--- src/rtl/dm_access_unit.sv ---
// rtl/dm_access_unit.sv - load/store sequencer in front of data memory dm
// Optional MISALIGN_TRAP_EN: reject misaligned word/half accesses instead of force-aligning them.
module dm_access_unit #(
  parameter int AW = 6,
  parameter int CW = 16
) (
  input  logic          clk,
  input  logic          rst,
  input  logic          req_valid,
  output logic          req_ready,
  input  logic          req_we,
  input  logic [2:0]    req_type,
  input  logic [31:0]   req_addr,
  input  logic [31:0]   req_wdata,
  input  logic [4:0]    req_tag,
  output logic          resp_valid,
  input  logic          resp_ready,
  output logic [31:0]   resp_rdata,
  output logic [4:0]    resp_tag,
  output logic          resp_err,
  output logic          dm_wr,
  output logic [AW-1:0] dm_addr,
  output logic [31:0]   dm_din,
  output logic [2:0]    dm_type,
  input  logic [31:0]   dm_dout,
  output logic [CW-1:0] acc_cnt,
  output logic [CW-1:0] err_cnt
);

  typedef enum logic [1:0] {
    IDLE   = 2'd0,
    ACCESS = 2'd1,
    RESP   = 2'd2
  } state_t;

  localparam logic [2:0] T_WORD  = 3'b000;
  localparam logic [2:0] T_HALF  = 3'b001;
  localparam logic [2:0] T_HALFU = 3'b010;
  localparam logic [2:0] T_BYTEU = 3'b100;
  localparam logic [CW-1:0] CNT_ONE = {{(CW-1){1'b0}}, 1'b1};

  state_t        state;
  logic          type_err;
  logic          range_err;
  logic          align_err;
  logic          req_err;
  logic          is_half;
  logic [AW-1:0] eff_addr;

  function automatic logic [CW-1:0] sat_inc(input logic [CW-1:0] v);
    return (&v) ? v : v + CNT_ONE;
  endfunction

  // Request checks evaluated on the raw request; only used in IDLE at the handshake edge.
  always_comb begin
    is_half   = (req_type == T_HALF) || (req_type == T_HALFU);
    type_err  = (req_type > T_BYTEU) || (req_we && ((req_type == T_HALFU) || (req_type == T_BYTEU)));
    range_err = |req_addr[31:AW];
    align_err = 1'b0;
    eff_addr  = req_addr[AW-1:0];
`ifdef MISALIGN_TRAP_EN
    align_err = ((req_type == T_WORD) && (req_addr[1:0] != 2'b00)) || (is_half && req_addr[0]);
`else
    if (req_type == T_WORD) begin
      eff_addr[1:0] = 2'b00;
    end else if (is_half) begin
      eff_addr[0] = 1'b0;
    end
`endif
    req_err = type_err || range_err || align_err;
  end

  // The dm_* registers double as the latched request; dm_wr alone marks a store in ACCESS.
  always_ff @(posedge clk) begin
    if (rst) begin
      state      <= IDLE;
      req_ready  <= 1'b1;
      resp_valid <= 1'b0;
      resp_rdata <= 32'd0;
      resp_tag   <= 5'd0;
      resp_err   <= 1'b0;
      dm_wr      <= 1'b0;
      dm_addr    <= '0;
      dm_din     <= 32'd0;
      dm_type    <= 3'd0;
      acc_cnt    <= '0;
      err_cnt    <= '0;
    end else begin
      case (state)
        IDLE: begin
          if (req_valid) begin
            req_ready <= 1'b0;
            resp_tag  <= req_tag;
            if (req_err) begin
              resp_err   <= 1'b1;
              resp_rdata <= 32'd0;
              resp_valid <= 1'b1;
              err_cnt    <= sat_inc(err_cnt);
              state      <= RESP;
            end else begin
              resp_err <= 1'b0;
              dm_wr    <= req_we;
              dm_addr  <= eff_addr;
              dm_din   <= req_wdata;
              dm_type  <= req_type;
              state    <= ACCESS;
            end
          end
        end
        ACCESS: begin
          dm_wr      <= 1'b0;
          resp_rdata <= dm_wr ? 32'd0 : dm_dout;
          resp_valid <= 1'b1;
          acc_cnt    <= sat_inc(acc_cnt);
          state      <= RESP;
        end
        RESP: begin
          if (resp_ready) begin
            resp_valid <= 1'b0;
            req_ready  <= 1'b1;
            state      <= IDLE;
          end
        end
        default: begin
          resp_valid <= 1'b0;
          req_ready  <= 1'b1;
          dm_wr      <= 1'b0;
          state      <= IDLE;
        end
      endcase
    end
  end

endmodule

--- config.mk ---
export PLATFORM = sky130hd
export DESIGN_NAME = dm_access_unit
export DESIGN_NICKNAME = d
export VERILOG_FILES = /design/src/rtl/dm_access_unit.sv
export SDC_FILE = /design/constraint.sdc
export NUM_CORES = 1
export LEC_CHECK = 0
export BUFFER_PORTS_ARGS = -buffer_cell sky130_fd_sc_hd__clkbuf_2
export CAP_MARGIN = 15
export CORE_MARGIN = 10
export CORE_UTILIZATION = 46
export CTS_BUF_LIST = sky130_fd_sc_hd__clkbuf_8 sky130_fd_sc_hd__clkbuf_16
export CTS_CLUSTER_DIAMETER = 40
export DETAILED_ROUTE_END_ITERATION = 7
export PLACE_DENSITY = 0.88
export SYNTH_ARGS = -nofsm -noshare
export SYNTH_HDL_FRONTEND = slang
export SYNTH_SLANG_ARGS = --single-unit
--- constraint.sdc ---
create_clock -name clk -period 4.2 [get_ports clk]
set_clock_uncertainty 0.2 [all_clocks]
set_input_delay 0.84 -clock clk [delete_from_list [all_inputs] [get_ports clk]]
set_output_delay 0.84 -clock clk [all_outputs]
set_load 0.01 [all_outputs]
# Word-level counts from Yosys, hierarchy flattened
# Index checks and enable logic that the tools add are counted.
# totals
ram_bits	0
latchBits	0
mem_count	0
wordCells	71
mem_bits_ro	0
register_bits	116
# classes
n_addsub	2
eq_ne	9
bitwise	5
n_reduce_logical	20
n_shift	0
n_lt_le_gt_ge	1
n_mux	22
n_mul	0
div_mod_pow	0
# ops
op	n
two-way mux 32 bit	3
one-hot mux 32 bit (2 select lines)	1
adder 16 x 1 -> 16 bit, second input constant	2
AND reduction 16 bit	2
OR reduction 26 bit	1
AND reduction 3 bit	5
two-way mux 1 bit	11
inequality test 2 bit, second input constant	4
two-way mux 2 bit	3
one-hot mux 1 bit (3 select lines)	2
one-hot mux 2 bit (3 select lines)	1
AND reduction 2 bit	3
NOT 1 bit	5
logical OR 1 bit	4
AND reduction 4 bit	1
equality test 3 x 1 -> 1 bit, second input constant	1
equality test 3 x 2 -> 1 bit, second input constant	1
equality test 3 bit, second input constant	1
> comparator 3 bit, second input constant	1
zero test 3 bit	1
equality test 2 x 1 -> 1 bit, second input constant	1
equality test 2 bit, second input constant	1
zero test 2 bit	1
one-hot mux 1 bit (2 select lines)	1
other kinds (2)	2

# Logic depth before layout (Yosys ltp)
# Gate-level depths: netlist of run 1.
# logic_depth
ltp_word	8
depth_mapped	7

# Worst setup path after synthesis of run 1
# Ideal clock, no wire load.
# synth_path
kind	input to register
from	input req_addr[20]
to	register dm_addr[2]
path_slack_ns	1.601
n_path_buf	2
required_ns	3.868
arrival_time_ns	2.267
stages	7
path_cell_list	nor4_1 nand4_1 or4_1 clkbuf_1 buf_2 nand2_1 a21oi_1
# synth_between
elab_chain_cells	4
# synth_lines
element	line	source
start: declaration	13	input logic [31:0] req_addr,
OR reduction 26 bit	58	range_err = |req_addr[31:AW];
logical OR 1 bit	70	req_err = type_err || range_err || align_err;
NOT 1 bit (no line)	n/a	
AND reduction 3 bit (no line)	n/a	
end signal: assignment	103	dm_addr <= eff_addr;
end: declaration	22	output logic [AW-1:0] dm_addr,
# No other way between the ends.
# A chain may end at the register's enable or synchronous reset.

# Worst setup path after layout of run 1
# layout_path
from	input req_addr[9]
to	register dm_din[22]
# layout_between
elab_chain_cells	4
# layout_lines
element	line	source
OR reduction 26 bit	58	
logical OR 1 bit	70	
NOT 1 bit (no line)	n/a	
AND reduction 3 bit (no line)	n/a	
end signal: assignment	104	dm_din <= req_wdata;
end: declaration	23	output logic [31:0] dm_din,
# No other way between the ends.

==> qor.txt, run 1 <==
Post-route insts no fill = 870
H-tree Lvls = 4
Crit path arrival time = 2.97 ns
Congestion Overflow GR = 0
Post-CTS setup repair buffer count = 0
Worst rel slew slack = 37.1%
Worst path slowest cell = or4_1
FFs w/ async S/R, synth = 0%
Total wire length = 14600 µm
Post-synth top area share = 50.7%
Initial antenna violation count = 0
Hold-fix buffers, CTS = 0
Antenna Diode Count = 0
Sequential area share after synthesis = 50.7%
CTS Buf Count = 17
PwrDens = 384 nW/µm²
Largest net degree at the start of global routing = 48
Io pins = 223
Root Driver = clkbuf_8
Slew @ Worst Pin = 0.939 ns
Crit share post-route = 67.5%
Dpl cell area = 5750 µm²
Critical Path Sink Type = register
Hold Crit Class = reg2reg
Most common library cell in the layout ignoring fill and taps = clkbuf_2
Dpl ws = 0.811 ns
Detailed Route Iter0 Violations = 225
Core Box Area = 9730 µm²
# DRC = 0
CTS tree = done
Gpl congestion = 0.861
Seq cells post-synth = 116
Outcome = finished clean
CP max stage delay = 0.90 ns
Commonest non-fill, non-tap cells in the layout = 221 x clkbuf_2, 116 x dfxtp_1, 105 x nand2_1, 56 x a21oi_1, 33 x a22o_1
Detailed-route wire length per cell = 16.8 µm
Synth warn = 0
# nets final = 839
Clock Tree Buf Depth = 2
Worst skew pair latency = 0.50 ns
Mapped cell area = 4580 µm²
Number of slew-limit violations in the final report = 0
Critical-path maximum fanout = 23
Crit path cell chain = clkbuf_2 -> nor4_1 -> nand4_1 -> or4_1 -> buf_4 -> nand2_1 -> a21oi_1
Lkg Pwr = 2.80 nW
Kind of start point of the critical path = primary input
Final hold violation count = 0
Final total power = 0.00239 W
Clock Sinks = 116
Synth unique cells = 45
Post-synth EDFFs = 0
Antenna viol nets, final = 0
Clock slew at reported path FFs = 0.05 ns
Final setup viols = 0
Crit path time final = 2.83 ns
Unrepaired setup endpoints after global routing = no
Placed insts = 842
Max VDD drop = 0.221 mV
Max Freq = 353 MHz
Port-buffer cells = 222
# rows = 36
Max Cap Viol = 0
Vias = 4653
Fin worst setup slack = 1.37 ns
Top FF cell, synth = dfxtp_1
Hpwl dp = 11200 µm
Overall routing resource usage = 19.4%
Die height = 120 µm
Vias in the first global route = 4643
Drt via density = 5.35
Pre-antenna DRT Iters = 5
Fin Setup TNS = 0 ns
Die area = 14300 µm²
Syn Area/Cell = 8.89 µm²
Starting Density = 47.1%
Layout cells sized above 1 = 36.6%
Ranking of synthesized cells by area = dfxtp_1 51%, nand2_1 8.6%, a22o_1 6.3%
Resized cells post-CTS = 0
Post-synthesis net count = 626
Area delta synth->final = 36.0%
Synthesized netlist cell count = 515
Die X-Extent = 120 µm
Worst Setup Path Type = in2reg
Global-route wire length before repair = 22900 µm
Post-synth top area cell = dfxtp_1
Fin area = 6230 µm²
Worst Path Required = 4.34 ns
-- path summary, 6_finish.rpt --
path              slack [ns]         from          to  cells after the start
hold reg to reg         0.25   dm_din[19]  dm_din[19]                      2
setup reg to reg        1.46     state[1]  dm_din[22]                      5
hold / removal          0.25   dm_din[19]  dm_din[19]                      2
setup / recovery        1.37  req_addr[9]  dm_din[22]                      7
-- through the flow --
| stage | hold WS (ns) | utilization [%] |
|---|---|---|
| CTS | 0.256 | 64.0 |
| global placement | 0.239 | 59.1 |
| global route | 0.275 | 64.0 |
| floorplan | 0.276 | - |
| detailed placement | 0.249 | 59.1 |
| finish | 0.252 | 64.0 |
-- worst max-delay path, delay by kind of cell --
family,cells,cell delay (ns)
simple gates,4,1.63
buf+inv,2,0.43
compound gates,1,0.07
-- final cells by class --
cell class                 count  area (µm²)
fill                         835        3500
sequential                   116        2320
multi-input combinational    361        2090
timing repair buffer         229        1160
clock buffer                  18         428
tap                          133         166
clock inverter                10        48.8
inverter                       3        11.3
-- layer usage --
metal / vias up / routed length [µm] / global-route usage [%]
met3: 21 / 1280 / 8.49
met2: 195 / 7110 / 32.5
met1: 2190 / 5930 / 21.2
met5: - / 0 / 0
met4: 0 / 262 / 7.47
li1: 2247 / - / -
-- cells by family (layout without fill, tap and decap cells) --
| group | Yosys count | in the layout | synth area share [%] |
|---|---|---|---|
| XOR/XNOR | 12 | 12 | 2.30 |
| adder cells (fa/ha/maj) | 2 | 2 | 0.547 |
| flip-flops | 116 | 116 | 50.7 |
| buffers and inverters | 38 | 260 | 3.94 |
| multiplexers | 11 | 11 | 2.65 |
| AND/OR/NAND/NOR | 221 | 221 | 23.4 |
| AO/OA/AOI/OAI | 115 | 115 | 16.5 |
-- flip-flops by register name, indices dropped and copies added (netlist names) --
signal,count
acc_cnt,16
dm_addr,6
dm_din,32
dm_type,3
dm_wr,1
err_cnt,16
req_ready,1
resp_err,1
resp_rdata,32
resp_tag,5
resp_valid,1
state,2
-- report_power, final --
group	total (W)	internal [W]	switching [W]
combinational	0.000119	0.0000540	0.0000649
sequential	0.00112	0.00111	0.00000734
clock	0.00116	0.000709	0.000447
-- cell usage after synthesis (6+ instances only) --
cell and count:
dfxtp_1 116, nand2_1 105, a21oi_1 56, a22o_1 33, nor2_1 32, buf_2 15, clkbuf_1 15, nand3_1 12
xor2_1 12, nor2b_1 11, nor4_1 11, nand4_1 10, and3_1 9, mux2_2 9, nor3_1 7, o21ai_0 7
o31ai_1 6, or4_1 6
(Power assumes the default switching activity.)
==> run 2: changes to the inputs <==
==> constraint.sdc (replaced) <==
create_clock -name clk -period 2.7 [get_ports clk]
set_clock_uncertainty 0.2 [all_clocks]
set_input_delay 0.54 -clock clk [delete_from_list [all_inputs] [get_ports clk]]
set_output_delay 0.54 -clock clk [all_outputs]
set_load 0.01 [all_outputs]
==> run 2 against run 1 <==
Net effect:
- die area did not move
- clock power increased by 110%
- flip-flop and latch count unchanged
- combinational power increased by 63%
- critical path depth fell by 3
- first-iteration DRC count is 19% higher
- cell area up 4.8%
- routed wire length is 2.3% higher
- clock-buffer cell count is 1 higher
- cell count increased by 1.5%
==> qor.txt, run 2 (synthesized netlist as in run 1, its figures left out) <==
Fin worst setup slack = 0.449 ns (-0.918 ns)
Die height = 120 µm (unchanged)
PwrDens = 673 nW/µm² (+75%)
Crit path arrival time = 2.44 ns (-0.53 ns)
Slew @ Worst Pin = 0.541 ns (-0.399 ns)
Area delta synth->final = 42.5%
Port-buffer cells = 222 (unchanged)
Kind of start point of the critical path = register
H-tree Lvls = 4 (unchanged)
Max Cap Viol = 0 (unchanged)
Antenna Diode Count = 0 (unchanged)
Worst skew pair latency = 0.50 ns (about the same)
Worst setup path end = err_cnt[10]
Global-route wire length before repair = 23500 µm (+2.8%)
Hold-fix buffers, CTS = 0 (unchanged)
CP startpoint = state[1]
# DRC = 0 (unchanged)
Fill cell count = 791 (-5.3%)
Critical Path Sink Type = register
Core Box Area = 9730 µm² (unchanged)
Post-CTS setup repair buffer count = 0 (unchanged)
# nets final = 848 (+1.1%)
Vias = 4716 (+1.4%)
Vias in the first global route = 4794 (+3.3%)
Largest net degree at the start of global routing = 53 (+10%)
Crit path time final = 2.25 ns
# rows = 36 (unchanged)
Die area = 14300 µm² (unchanged)
Pre-antenna DRT Iters = 4 (-1)
Die X-Extent = 120 µm (unchanged)
Io pins = 223 (unchanged)
Drt via density = 5.34 (-0.14%)
Clock Tree Buf Depth = 2 (unchanged)
R2R Path End = err_cnt[10]
Worst Path Required = 2.88 ns (-1.46 ns)
Max Freq = 444 MHz
Outcome = finished clean
Antenna viol nets, final = 0 (unchanged)
Layout cells sized above 1 = 37.6% (+0.96 points)
Total wire length = 14900 µm (+2.3%)
Reg2reg path depth = 4 (-1)
CTS Buf Count = 17 (unchanged)
Number of slew-limit violations in the final report = 0 (unchanged)
Crit share post-route = 83.4%
Reg-to-Reg Start = state[1]
Fin Setup TNS = 0 ns (unchanged)
Reg2reg setup slack = 0.45 ns (-1.01 ns)
Final total power = 0.00439 W (+84%)
Congestion Overflow GR = 0 (unchanged)
Unrepaired setup endpoints after global routing = no
Final setup viols = 0 (unchanged)
Critical-path maximum fanout = 10 (-57%)
Fin util = 67.0% (+3.0 points)
Initial antenna violation count = 0 (unchanged)
Root Driver = clkbuf_8
Max VDD drop = 0.414 mV (+88%)
Overall routing resource usage = 20.0% (+0.62 points)
Clock Sinks = 116 (unchanged)
Most common library cell in the layout ignoring fill and taps = clkbuf_2
Dpl ws = 0.147 ns (-0.664 ns)
Lkg Pwr = 2.95 nW (+5.2%)
Hpwl dp = 11400 µm (+1.4%)
Detailed Route Iter0 Violations = 268 (+19%)
Resized cells post-CTS = 0 (unchanged)
Commonest non-fill, non-tap cells in the layout = 221 x clkbuf_2, 116 x dfxtp_1, 105 x nand2_1, 56 x a21oi_1, 33 x a22o_1
Detailed-route wire length per cell = 16.9 µm (+0.83%)
Starting Density = 47.1% (unchanged)
Final hold violation count = 0 (unchanged)
Biggest regs = dm_din x32, resp_rdata x32
Worst rel slew slack = 64.0% (+27 points)
Final hold slack = 0.0474 ns (-0.204 ns)
Clock slew at reported path FFs = 0.05 ns (about the same)
Hold Crit Class = in2reg
Gpl congestion = 0.849 (-1.4%)
CTS tree = done
Worst Setup Path Type = reg2reg
-- run 2: critical path: stages (launching register included) --
cell,delay [ns]
dfxtp_1,0.40
or3b_1,0.42
or3_1,0.42
nor4b_1,0.33
mux2_2,0.37
-- run 2: final cells by class --
type	count	area [µm²]	share of cell area (%)
inverters	3	11.3	0.173
clock inverters	13	214	3.28
multi-input cells	361	2090	32.0
repair buffers	238	1280	19.6
clock buffers	19	442	6.77
flip-flops and latches	116	2320	35.6
well taps	133	166	2.55
-- run 2: where the power goes --
group | switching [W] | internal [W] | leakage, nW
clock | 0.000743 | 0.00172 | 0.337
sequential | 0.0000115 | 0.00173 | 0.936
combinational | 0.000104 | 0.0000907 | 1.68
total | 0.000858 | 0.00353 | 2.95
-- run 2: metrics by stage --
stage               area (µm²)  instances
floorplan                 4580        515
global placement          5870        851
detailed placement        5870        851
CTS                       6520        883
global route              6520        883
finish                    6520        883
-- run 2: worst min path at each step --
stage                           start  slack, ns        endpoint  cells past startpoint
after global placement     dm_addr[0]       0.24      dm_addr[0]                      2
final                     dm_dout[10]       0.05  resp_rdata[10]                      2
after floorplan            dm_addr[0]       0.28      dm_addr[0]                      2
after global routing      dm_dout[20]       0.01  resp_rdata[20]                      2
after CTS                 dm_dout[10]       0.02  resp_rdata[10]                      2
after detailed placement   dm_addr[5]       0.25      dm_addr[5]                      2
-- run 2: routing by layer --
| layer | wire, µm | track usage (%) | up-vias |
|---|---|---|---|
| met5 | 0 | 0 | - |
| met4 | 266 | 7.84 | 0 |
| met3 | 1380 | 8.49 | 23 |
| met2 | 7400 | 33.7 | 219 |
| met1 | 5870 | 21.8 | 2200 |
| li1 | - | - | 2274 |
==> run 3: changes to the inputs <==
==> constraint.sdc (replaced) <==
create_clock -name clk -period 2.2 [get_ports clk]
set_clock_uncertainty 0.2 [all_clocks]
set_input_delay 0.44 -clock clk [delete_from_list [all_inputs] [get_ports clk]]
set_output_delay 0.44 -clock clk [all_outputs]
set_load 0.01 [all_outputs]
==> run 3 against run 2 <==
Net effect:
- clock-buffer cell count unchanged
- routed wire length increased by 20%
- die area unchanged
- first-iteration DRC count increased by 65%
- sequential power increased by 22%
- core utilization increased by 8.4 points
- total power increased by 20%
- fmax increased by 6.4%
- setup slack got worse by 0.36 ns
- combinational power increased by 98%
- via count increased by 11%
- critical endpoint is now err_cnt[8]
- largest power group unchanged
==> qor.txt, run 3 (synthesized netlist as in run 1, its figures left out) <==
Outcome = finished clean
Final setup viols = 0 (unchanged)
Worst path depth = 4 (unchanged)
Total wire length = 17900 µm (+20%)
Drt via density = 5.36 (+0.36%)
Die X-Extent = 120 µm (unchanged)
Fin Setup TNS = 0 ns (unchanged)
Die area = 14300 µm² (unchanged)
Starting Density = 47.1% (unchanged)
Most common library cell in the layout ignoring fill and taps = clkbuf_2
Worst path slowest cell = or3_1
Antenna viol nets, final = 0 (unchanged)
Dpl ws = -0.275 ns (-0.422 ns)
CTS Buf Count = 17 (unchanged)
Area delta synth->final = 60.3%
Vias in the first global route = 5347 (+12%)
CP startpoint = state[1]
# DRC = 0 (unchanged)
Reg2reg path depth = 4 (unchanged)
Critical Path Sink Type = register
Global-route wire length before repair = 28200 µm (+20%)
Critical-path maximum fanout = 5 (-5)
Largest net degree at the start of global routing = 46 (-13%)
Met2 global-route usage = 40.9% (+7.2 points)
Reg2reg setup slack = 0.08 ns (-0.36 ns)
Worst Path Buf+Inv = 0 (unchanged)
Congestion Overflow GR = 0 (unchanged)
Vias = 5226 (+11%)
# rows = 36 (unchanged)
Clock Tree Buf Depth = 2 (unchanged)
Lkg Pwr = 3.28 nW (+11%)
Worst skew pair latency = 0.51 ns (about the same)
GR Util met3 = 8.95% (+0.47 points)
Grt peak-use layer = met2
Kind of start point of the critical path = register
CTS tree = done
Detailed-route wire length per cell = 18.4 µm (+8.9%)
Port-buffer cells = 222 (unchanged)
R2R Path End = err_cnt[8]
Initial antenna violation count = 2 (+2)
Layout cells sized above 1 = 36.2% (-1.4 points)
Gpl congestion = 0.876 (+3.2%)
CP max stage delay = 0.40 ns (-0.02 ns)
Worst Path Required = 2.39 ns (-0.49 ns)
CP delay by family, top = simple AND/OR/NAND/NOR gates
PwrDens = 716 nW/µm² (+6.4%)
Root Driver = clkbuf_8
Io pins = 223 (unchanged)
Max Cap Viol = 0 (unchanged)
Crit share post-route = 96.2% (+13 points)
# nets final = 938 (+11%)
Clock Sinks = 116 (unchanged)
Biggest regs = dm_din x32, resp_rdata x32
Die height = 120 µm (unchanged)
Pre-antenna DRT Iters = 5 (+1)
Core Box Area = 9730 µm² (unchanged)
Overall routing resource usage = 24.0% (+4.0 points)
Met1 Use GR = 25.8% (+4.0 points)
Detailed Route Iter0 Violations = 442 (+65%)
Reg-to-Reg Start = state[1]
Fin worst setup slack = 0.0841 ns (-0.365 ns)
Worst Setup Path Type = reg2reg
Final hold violation count = 0 (unchanged)
Worst rel slew slack = 66.1% (+2.2 points)
Clock slew at reported path FFs = 0.06 ns (about the same)
Commonest non-fill, non-tap cells in the layout = 221 x clkbuf_2, 115 x dfxtp_1, 105 x nand2_1, 74 x dlygate4sd3_1, 56 x a21oi_1
Crit path arrival time = 2.31 ns (-0.13 ns)
Max Freq = 473 MHz (+6.4%)
H-tree Lvls = 4 (unchanged)
Number of slew-limit violations in the final report = 0 (unchanged)
Worst setup path end = err_cnt[8]
Fin util = 75.4% (+8.4 points)
Max VDD drop = 0.426 mV (+2.9%)
Crit path cell chain = or3b_1 -> or3_1 -> nor4_1 -> mux2_2
Hold Crit Class = in2reg
Hpwl dp = 11600 µm (+2.1%)
Unrepaired setup endpoints after global routing = yes
Slew @ Worst Pin = 0.504 ns (-0.0363 ns)
Crit path time final = 2.12 ns (-0.135 ns)
## run 3: changes by cell type in the layout (fill, tap and decap cells not counted), sizes merged
cell,before,now
buf,17,33
bufinv,6,3
clkinvlp,0,5
diode,0,3
dlygate4sd3,0,74
inv,7,4
## run 3: repair_timing
action | CTS | global route
setup endpoints to repair | 0 | 10
setup buffers | 0 | 0
hold endpoints to repair | 74 | 0
gates resized for setup | 0 | 4
hold buffers | 74 | 0
## run 3: power breakdown
group | switching [W] | internal (W)
clock | 0.000969 | 0.00178
sequential | 0.00000949 | 0.00212
combinational | 0.000174 | 0.000212
## run 3: layer usage
metal,wire [µm],up-vias
met4,473,0
met1,6800,2450
met5,0,-
li1,-,2446
met2,9000,290
met3,1670,40
## run 3: worst min path at each step
stage / from / endpoint / slack (ns) / cells past startpoint
after global routing: req_we / dm_wr / 0.01 / 3
after detailed placement: resp_tag[3] / resp_tag[3] / 0.25 / 2
after global placement: dm_din[13] / dm_din[13] / 0.24 / 2
after floorplan: dm_addr[0] / dm_addr[0] / 0.28 / 2
final: req_we / dm_wr / 0.01 / 3
after CTS: req_we / dm_wr / 0.004 / 3
## run 3: cell type report
class	instances	area [µm²]
fillers	646	2390
flip-flops and latches	116	2320
repair buffers	328	2140
multi-input cells	361	2090
clock buffers	19	442
well taps	133	166
clock inverters	12	155
inverters	3	11.3
diodes	3	7.51
## run 3: through the flow
stage / instance area (µm²) / total power [W] / hold WS [ns] / std cells
3_3_place_gp: 5990 / 0.00242 / 0.241 / 867
5_1_grt: 7340 / 0.00540 / 0.0128 / 974
3_5_place_dp: 5990 / 0.00243 / 0.246 / 867
2_1_floorplan: 4580 / 0.00226 / 0.276 / 515
6_report: 7340 / 0.00526 / 0.0100 / 975
4_1_cts: 7320 / 0.00527 / 0.00376 / 972
## run 3: worst register-to-register path: cells and delay by family, from the launching register on
family           cells  cell delay [ns]
DFF                  1             0.31
muxes                1             0.38
and+or+nand+nor      3             1.11
